<file path="config.mk">
export PLATFORM = sky130hd
export DESIGN_NAME = exec_int_unit
export DESIGN_NICKNAME = d
export VERILOG_FILES = /design/src/rtl/exec_int_unit.sv
export SDC_FILE = /design/constraint.sdc
export NUM_CORES = 1
export LEC_CHECK = 0
export ABC_CLOCK_PERIOD_IN_PS = 3400
export BUFFER_PORTS_ARGS = -buffer_cell sky130_fd_sc_hd__buf_2
export CORE_UTILIZATION = 25
export DETAILED_ROUTE_END_ITERATION = 12
export PLACE_DENSITY = 0.45
export SYNTH_ARGS = -nofsm -noshare
export SYNTH_HDL_FRONTEND = slang
export SYNTH_SLANG_ARGS = --single-unit
</file>
<file path="constraint.sdc">
create_clock -name clk -period 3.4 [get_ports clk]
set_input_delay 0.17 -clock clk [delete_from_list [all_inputs] [get_ports clk]]
set_output_delay 0.17 -clock clk [all_outputs]
set_load 0.1 [all_outputs]
</file>
<file path="src/rtl/exec_int_unit.sv">
// Integer execution stage: single-cycle ALU/jump, iterative shift-add
// multiplier, branch resolution with a kill-mask pulse, and a held
// valid/ready writeback port toward the physical register file.
module exec_int_unit #(
  parameter int W_WORD     = 32,
  parameter int W_PREG     = 6,
  parameter int W_CTX      = 4,
  parameter int MUL_CYCLES = 32
) (
  input  logic              clk,
  input  logic              rst,
  input  logic              order,
  output logic              accepted,
  input  logic [1:0]        i_op,
  input  logic [2:0]        i_func3,
  input  logic [6:0]        i_func7,
  input  logic [W_WORD-1:0] i_d_rs1,
  input  logic [W_WORD-1:0] i_d_rs2,
  input  logic [W_WORD-1:0] i_d_imm,
  input  logic              i_rd_en,
  input  logic [W_PREG-1:0] i_pa_rd,
  input  logic [W_CTX-1:0]  i_context,
  input  logic [W_CTX-1:0]  i_b_t_context,
  input  logic [W_CTX-1:0]  i_b_f_context,
  input  logic              flush,
  input  logic [W_CTX-1:0]  flush_ctx,
  output logic              wb_valid,
  output logic [W_PREG-1:0] wb_pa_rd,
  output logic [W_WORD-1:0] wb_data,
  input  logic              wb_ready,
  output logic              branch_hazard,
  output logic [W_CTX-1:0]  hazard_context_info
);

  localparam int W_CNT = (MUL_CYCLES > 1) ? $clog2(MUL_CYCLES) : 1;
  localparam int W_SH  = $clog2(W_WORD);

  localparam logic [1:0] OP_ALU    = 2'd0;
  localparam logic [1:0] OP_MUL    = 2'd1;
  localparam logic [1:0] OP_BRANCH = 2'd2;
  localparam logic [1:0] OP_JUMP   = 2'd3;

  typedef enum logic [1:0] {IDLE, MUL, WB} state_t;

  state_t state_reg, state_next;

  logic [W_CTX-1:0]  ctx_reg;
  logic [W_PREG-1:0] pa_rd_reg;
  logic [W_WORD-1:0] data_reg;
  logic [W_WORD-1:0] mcand_reg;
  logic [W_WORD-1:0] mplier_reg;
  logic [W_CNT-1:0]  cnt_reg;
  logic              rd_en_reg;
  logic              hazard_reg;
  logic [W_CTX-1:0]  hazard_ctx_reg;

  logic              kill_q;
  logic              kill_in;
  logic              mul_last;
  logic [W_WORD-1:0] alu_result;
  logic              br_taken;
  logic [W_SH-1:0]   shamt;
  logic              unused_bits;

  // Only func7[5] selects sub/sra; the remaining bits are deliberately ignored.
  assign unused_bits = ^{i_func7[6], i_func7[4:0]};

  assign kill_q   = flush & (|(flush_ctx & ctx_reg));
  assign kill_in  = flush & (|(flush_ctx & i_context));
  assign mul_last = (cnt_reg == W_CNT'(MUL_CYCLES - 1));
  assign shamt    = i_d_rs2[W_SH-1:0];

  assign wb_valid            = (state_reg == WB) & ~kill_q;
  assign wb_pa_rd            = pa_rd_reg;
  assign wb_data             = data_reg;
  assign branch_hazard       = hazard_reg;
  assign hazard_context_info = hazard_ctx_reg;

  // Single-cycle ALU result; a jump simply writes back its link value.
  always_comb begin
    alu_result = '0;
    unique case (i_func3)
      3'b000: alu_result = i_func7[5] ? (i_d_rs1 - i_d_rs2) : (i_d_rs1 + i_d_rs2);
      3'b001: alu_result = i_d_rs1 << shamt;
      3'b010: alu_result = {{(W_WORD-1){1'b0}}, ($signed(i_d_rs1) < $signed(i_d_rs2))};
      3'b011: alu_result = {{(W_WORD-1){1'b0}}, (i_d_rs1 < i_d_rs2)};
      3'b100: alu_result = i_d_rs1 ^ i_d_rs2;
      3'b101: alu_result = i_func7[5] ? W_WORD'($signed(i_d_rs1) >>> shamt)
                                      : (i_d_rs1 >> shamt);
      3'b110: alu_result = i_d_rs1 | i_d_rs2;
      3'b111: alu_result = i_d_rs1 & i_d_rs2;
    endcase
    if (i_op == OP_JUMP) alu_result = i_d_imm;
  end

  // Branch condition; funct3 010/011 are not branch encodings and never take.
  always_comb begin
    br_taken = 1'b0;
    case (i_func3)
      3'b000:  br_taken = (i_d_rs1 == i_d_rs2);
      3'b001:  br_taken = (i_d_rs1 != i_d_rs2);
      3'b100:  br_taken = ($signed(i_d_rs1) <  $signed(i_d_rs2));
      3'b101:  br_taken = ($signed(i_d_rs1) >= $signed(i_d_rs2));
      3'b110:  br_taken = (i_d_rs1 <  i_d_rs2);
      3'b111:  br_taken = (i_d_rs1 >= i_d_rs2);
      default: br_taken = 1'b0;
    endcase
  end

  // Next state and accept decision; a killed or finished slot can reload directly.
  always_comb begin
    state_next = state_reg;
    accepted   = 1'b0;
    case (state_reg)
      IDLE: accepted = order;
      MUL: begin
        if (kill_q)        state_next = IDLE;
        else if (mul_last) state_next = rd_en_reg ? WB : IDLE;
      end
      WB: begin
        accepted = order & (wb_ready | kill_q);
        if (wb_ready | kill_q) state_next = IDLE;
      end
      default: state_next = IDLE;
    endcase
    if (accepted) begin
      if (kill_in) begin
        state_next = IDLE;
      end else begin
        case (i_op)
          OP_MUL:    state_next = MUL;
          OP_BRANCH: state_next = IDLE;
          default:   state_next = i_rd_en ? WB : IDLE;
        endcase
      end
    end
  end

  // State register.
  always_ff @(posedge clk or posedge rst) begin
    if (rst) state_reg <= IDLE;
    else     state_reg <= state_next;
  end

  // Datapath: capture on accept, iterate the multiplier, emit the branch pulse.
  always_ff @(posedge clk or posedge rst) begin
    if (rst) begin
      ctx_reg        <= '0;
      pa_rd_reg      <= '0;
      data_reg       <= '0;
      mcand_reg      <= '0;
      mplier_reg     <= '0;
      cnt_reg        <= '0;
      rd_en_reg      <= 1'b0;
      hazard_reg     <= 1'b0;
      hazard_ctx_reg <= '0;
    end else begin
      hazard_reg     <= 1'b0;
      hazard_ctx_reg <= '0;
      if (accepted) begin
        if (!kill_in) begin
          ctx_reg   <= i_context;
          pa_rd_reg <= i_pa_rd;
          rd_en_reg <= i_rd_en;
          case (i_op)
            OP_MUL: begin
              data_reg   <= '0;
              mcand_reg  <= i_d_rs1;
              mplier_reg <= i_d_rs2;
              cnt_reg    <= '0;
            end
            OP_BRANCH: begin
              hazard_reg     <= 1'b1;
              hazard_ctx_reg <= br_taken ? i_b_f_context : i_b_t_context;
            end
            default: data_reg <= alu_result;
          endcase
        end
      end else if (state_reg == MUL) begin
        // data_reg doubles as the product accumulator until writeback.
        if (mplier_reg[0]) data_reg <= data_reg + mcand_reg;
        mcand_reg  <= mcand_reg << 1;
        mplier_reg <= mplier_reg >> 1;
        cnt_reg    <= cnt_reg + W_CNT'(1);
      end
    end
  end

endmodule

</file>
**Word-level counts from Yosys, hierarchy flattened**

Index checks and enable logic that the tools add are counted.

- $add $sub $neg: 4
- $lt $le $gt $ge: 4
- Eq/ne operators: 21
- Shift operators: 3
- Muxes and demuxes: 39
- Bitwise gates (word level): 12
- Reduce and logical (&&, ||, !) cells: 10

Operators with widths:

| kind | number |
|---|---|
| $mux W32 | 15 |
| $pmux W32 S8 | 1 |
| $add A32 B32 Y32 | 2 |
| $ge A32 B32 Y1 | 2 |
| $lt A32 B32 Y1 | 2 |
| $pmux W32 S2 | 1 |
| $and A32 B32 Y32 | 1 |
| $eq A32 B32 Y1 | 1 |
| $ne A32 B32 Y1 | 1 |
| $or A32 B32 Y32 | 1 |
| $shl A32 B5 Y32 | 1 |
| $shr A32 B5 Y32 | 1 |
| $sshr A32 B5 Y32 | 1 |
| $sub A32 B32 Y32 | 1 |
| $xor A32 B32 Y32 | 1 |
| $mux W5 | 4 |
| $mux W4 | 4 |
| $mux W2 | 7 |
| $eq A3 B3 Y1 const B | 4 |
| $and A4 B4 Y4 | 2 |
| $reduce_or A4 Y1 | 2 |
| $eq A2 B2 Y1 const B | 3 |
| $eq A3 B2 Y1 const B | 2 |
| $ne A2 B2 Y1 const B | 3 |
| 21 further kinds | 30 |

- Bits in registers: 119
- Input port bits: 136
- Word-level logic and storage cells: 103

**Logic depth before layout (Yosys ltp)**

- Word-level depth: 8
- Mapped depth: 17
- Gate-level depth less buffers: 14

**Worst setup path before layout**

No wires, ideal clock.

- Path kind: reg-to-reg
- Start point: register data_reg[0], in the netlist wb_data[0]
- End point: register data_reg[30], in the netlist wb_data[30]
- Arrival: 3.534 ns
- Required time: 3.274 ns
- Setup slack: -0.260 ns
- Cell stages (with the launch flop): 14
- Buffers on the path: 0
- Period minus slack after synthesis: 3.660 ns
- Path through: dfrtp_1 > ha_1 > inv_1 > fa_1 > nand2b_1 > a21oi_1 > o21ai_1 > nand3_1 > a41o_1 > nor3_1 > o41ai_1 > a31oi_1 > xnor2_1 > a221o_1

- Longest elaborated chain between the ends: 4

Ends and longest elaborated chain:

| what | line | text |
|---|---|---|
| start: declaration | 49 | `logic [W_WORD-1:0] data_reg;` |
| start signal: assignment | 176 | `default: data_reg <= alu_result;` |
| start signal: assignment | 181 | `if (mplier_reg[0]) data_reg <= data_reg + mcand_reg;` |
| $add A32 B32 Y32 | 181 |  |
| $mux W32 | 181 |  |
| $mux W32 | 179 | `end else if (state_reg == MUL) begin` |
| $mux W32 | 160 | `if (accepted) begin` |

Every way passes these cells. The select of a mux whose other input is x is not followed.
A chain may end at the register's enable or synchronous reset.

**Final worst setup path**

Same ends and word-level chain as after synthesis.

==> results.toml <==
[final_layout]
multiInputGateArea_sq_mm = 0.0121
antenna-diode-count = 0
layout.cell_area.non_filler_sq_mm = 0.0205
finish.cell_count_without_fillers = 3338
post_route_cells_drive_above_1_share = 0.236
layout.area.seq_sq_mm = 0.00298
fillerInstances = 6845
synthToLayoutAreaGrowth_pct = 27.4
nNetsFinal = 2752

[floorplan]
die_height_um = 255
die_area_sq_mm = 0.0652
core_region_area_sq_mm = 0.0633
ioPinCount = 181
dieWidth_um = 255
floorplan.rows = 92
floorplan.initialDensity = 0.254

[power_and_ir_drop]
p_leak_nw = 9.35
p_comb_frac = 0.640
total_power_w = 0.0124
switching_share = 0.537
net-switching-power_w = 0.00668
irDropWorstVdd_uv = 306
pwr_density_mw_per_mm2 = 608
internal_power_w = 0.00576
power.sequential.fraction = 0.201
p_clk_frac = 0.159

[synth]
netlist_instances = 2127
postSynth.topFlopCell = "sky130_fd_sc_hd__dfrtp_1"
netlist_top_cells_count = "sky130_fd_sc_hd__nand2_1, sky130_fd_sc_hd__o21ai_0, sky130_fd_sc_hd__nor2_1"
synth_top_area_frac = 0.186
yosysWarnings = 0
synth-simple-area-share = 0.166
post_synth_fa_ha_maj_area_fraction = 0.107
post_synth_xor_area_fraction = 0.0311
yosys.cell_count.top_type = "sky130_fd_sc_hd__nand2_1"
synth_top_family_by_area = "compound AO/OA/AOI/OAI gates"
yosysUniqueCellTypes = 95
synth.area.top_cells = "sky130_fd_sc_hd__dfrtp_1, sky130_fd_sc_hd__ha_1, sky130_fd_sc_hd__o21ai_0"
postSynthNetCount = 2399
share_of_synthesized_area_spent_on_multiplexers = 0.141
synth.yosys.seq_area_share = 0.186
synth_enable_flop_cells = 0
synthesis.area_sq_mm = 0.0161
synthArstFlopShare = 1.00
synth_compound_gate_area_share = 0.300
syn-mean-instance-area_sq_um = 7.55
netlist.top_cell.by_area = "sky130_fd_sc_hd__dfrtp_1"
ys_seq_elements = 119

[global_routing]
grt_pass1_vias = 18100
pin_count_of_the_biggest_net_entering_global_routing = 125
global_route_wire_length_before_repair_um = 129000
gr-total-overflow = 0
gr-usage-all-layers = 0.270
grt_antenna_before_repair = 1

[critical_path]
cp_slowest_cell = "sky130_fd_sc_hd__dfrtp_2"
worst_ep_required_time_ps = 3770
rr_startpoint = "wb_data[0]"
reg2regPathDepth = 14
timing.critical_path.buf_inv = 2
worstSetupPathType = "register to register"
capture_instance_of_the_worst_register_to_register_path = "wb_data[30]"
cpLargestDelayFamily = "compound AO/OA/AOI/OAI gates"
critPathMaxFanout = 3
worst-endpoint-arrival_ps = 3600
max_stage_delay_ps = 420
minimum_setup_slack_among_reg_to_reg_paths_ps = 170
critPathCaptureType = "register"
cell_by_cell_listing_of_the_critical_path = "ha_2, inv_1, fa_1, nand2b_1, a21oi_2, o21ai_1, nand3_2, a41o_1, nor3_1, o41ai_2, buf_4, a31oi_1, xnor2_1, a221o_1"
start_kind = "register"

[drt]
postRouteAntennaNets = 0
initial_drt_markers = 1706
viasPerCell = 5.59
drt_pre_antenna_iters = 7
totalWireLength_um = 89600
routed_wire_length_per_instance_um = 26.8
num_vias = 18700
post-route-drc-count = 0

[sta]
final_max_slew_viols = 0
skew_ps = 21.2
final.period_utilization = 0.950
finalWorstPathRequiredPeriod_ps = 3230
fmax_mhz = 309
slew-limit-headroom = 0.305
finalHoldViolations = 0
report.final.setup_viol = 0
grt_setup_unrepaired = "true"
timing_worst_slew_pin_value_ps = 1030
totalNegativeSetupSlack_ps = 0

[status]
outcome = "finished clean"

[min_path]
worst_hold_startpoint = "i_d_rs2[9]"
worst_hold_path.num_cells = 3
hold_path_end = "mplier_reg[9]"
min_path_type = "input pin to register"

[placement]
dp_hpwl_um = 71600
io_buffer_count = 174
gp_congestion = 1.02
place_area_sq_mm = 0.0196
placedCellCount = 3280

[clocking]
clock_tree_from_tritoncts = "yes"
root_buffer = "sky130_fd_sc_hd__clkbuf_16"
post-cts-setup-buffers = 0
clk_pin_slew_ps = 80
h-tree-depth = 4
cts.sinks = 119
clock_tree.buffer_depth = 2
cts_buffers = 17
clock_insertion_delay_worst_skew_ps = 500

[flow_run]
max-cap-violations = 0
cells by family (layout without fill, tap and decap cells):
logic type               count (synthesis)  in the layout
adder cells (fa/ha/maj)                136            136
buffers and inverters                  268            633
XOR/XNOR                                57             57
AND/OR/NAND/NOR                        615            615
flip-flops                             119            119
AO/OA/AOI/OAI                          764            764
multiplexers                           168            168
worst min-delay path: cells and delay by family:
| kind | cells | cell delay [ps] |
|---|---|---|
| mux | 1 | 70 |
| buf+inv | 1 | 110 |
| compound gates | 1 | 140 |
repair_timing:
| action | CTS | global route |
|---|---|---|
| cloned | 0 | 0 |
| endpoints found under the setup margin | 1 | 5 |
| hold endpoints to repair | 140 | 0 |
| pin swaps | 0 | 0 |
| gates resized for setup | 1 | 8 |
| hold buffers | 27 | 0 |
area by class of cell:
| cell class | count | share of cell area |
|---|---|---|
| inverter | 119 | 0.0221 |
| timing repair buffer | 483 | 0.162 |
| clock buffer | 19 | 0.0217 |
| clock inverter | 12 | 0.00697 |
| sequential | 119 | 0.146 |
| multi-input combinational | 1740 | 0.589 |
| tap | 846 | 0.0517 |
cell usage in the layout (no fill, tap or decap), types with 8 or more instances in the layout:
cell type                         n
sky130_fd_sc_hd__o211ai_1        16
sky130_fd_sc_hd__a22oi_1         11
sky130_fd_sc_hd__a21o_1          24
sky130_fd_sc_hd__a31oi_1         25
sky130_fd_sc_hd__xnor2_1         43
sky130_fd_sc_hd__a221oi_1        24
sky130_fd_sc_hd__mux4_2          45
sky130_fd_sc_hd__o21ai_0        240
sky130_fd_sc_hd__nand2_1        257
sky130_fd_sc_hd__o22ai_1         12
sky130_fd_sc_hd__inv_1          109
sky130_fd_sc_hd__nor2_1         205
sky130_fd_sc_hd__ha_1           132
sky130_fd_sc_hd__nor3_1          34
sky130_fd_sc_hd__nor2b_1         13
sky130_fd_sc_hd__nand3_1         20
sky130_fd_sc_hd__nand2b_1        16
sky130_fd_sc_hd__o21bai_1        17
sky130_fd_sc_hd__and3_1           9
sky130_fd_sc_hd__mux2_2          12
sky130_fd_sc_hd__dfrtp_1        117
sky130_fd_sc_hd__o31ai_1         15
sky130_fd_sc_hd__xor2_1          14
sky130_fd_sc_hd__o21ai_1         31
sky130_fd_sc_hd__o221ai_1        16
sky130_fd_sc_hd__a21oi_1        181
sky130_fd_sc_hd__o21a_1           8
sky130_fd_sc_hd__dlygate4sd3_1   27
sky130_fd_sc_hd__a211oi_1        40
sky130_fd_sc_hd__buf_2          173
sky130_fd_sc_hd__clkbuf_16       17
sky130_fd_sc_hd__nor4_1          11
sky130_fd_sc_hd__nand4_1         13
sky130_fd_sc_hd__buf_4          278
sky130_fd_sc_hd__a221o_1         13
sky130_fd_sc_hd__mux2i_1        109
power groups by stage:
| stage | logic [W] | clock network, W | registers [W] |
|---|---|---|---|
| global route | 0.00853 | 0.00206 | 0.00258 |
| detailed placement | 0.00779 | 0 | 0.00252 |
| global placement | 0.00774 | 0 | 0.00251 |
| finish | 0.00796 | 0.00198 | 0.00250 |
| floorplan | 0.00400 | 0 | 0.00384 |
| CTS | 0.00785 | 0.00202 | 0.00250 |
worst max-delay path by stage:
stage,from,to,slack [ps],cells after the start
floorplan,wb_data[1],wb_data[30],-150,12
global placement,i_d_rs1[0],hazard_context_info[0],-330,17
detailed placement,i_d_rs1[0],hazard_context_info[2],-370,17
CTS,wb_data[0],wb_data[30],20,14
global route,wb_data[0],wb_data[30],-20,14
finish,wb_data[0],wb_data[30],170,14
metrics by stage:
stage / worst slack (ps) / hold slack (ps) / util
after global routing: -20.4 / 27.9 / 0.323
after detailed placement: -372 / 369 / 0.309
after CTS: 22.6 / 2.76 / 0.322
after global placement: -331 / 363 / 0.309
final: 169 / 13.5 / 0.323
after floorplan: -153 / 275 / -
metal layers:
| metal | GRT usage | share of wire | up-vias |
|---|---|---|---|
| li1 | - | - | 8501 |
| met1 | 0.353 | 0.43 | 9164 |
| met2 | 0.435 | 0.46 | 853 |
| met3 | 0.0503 | 0.070 | 141 |
| met4 | 0.112 | 0.042 | 0 |
| met5 | 0.00146 | 0 | - |
No activity file was read; power rests on OpenSTA's default activity.
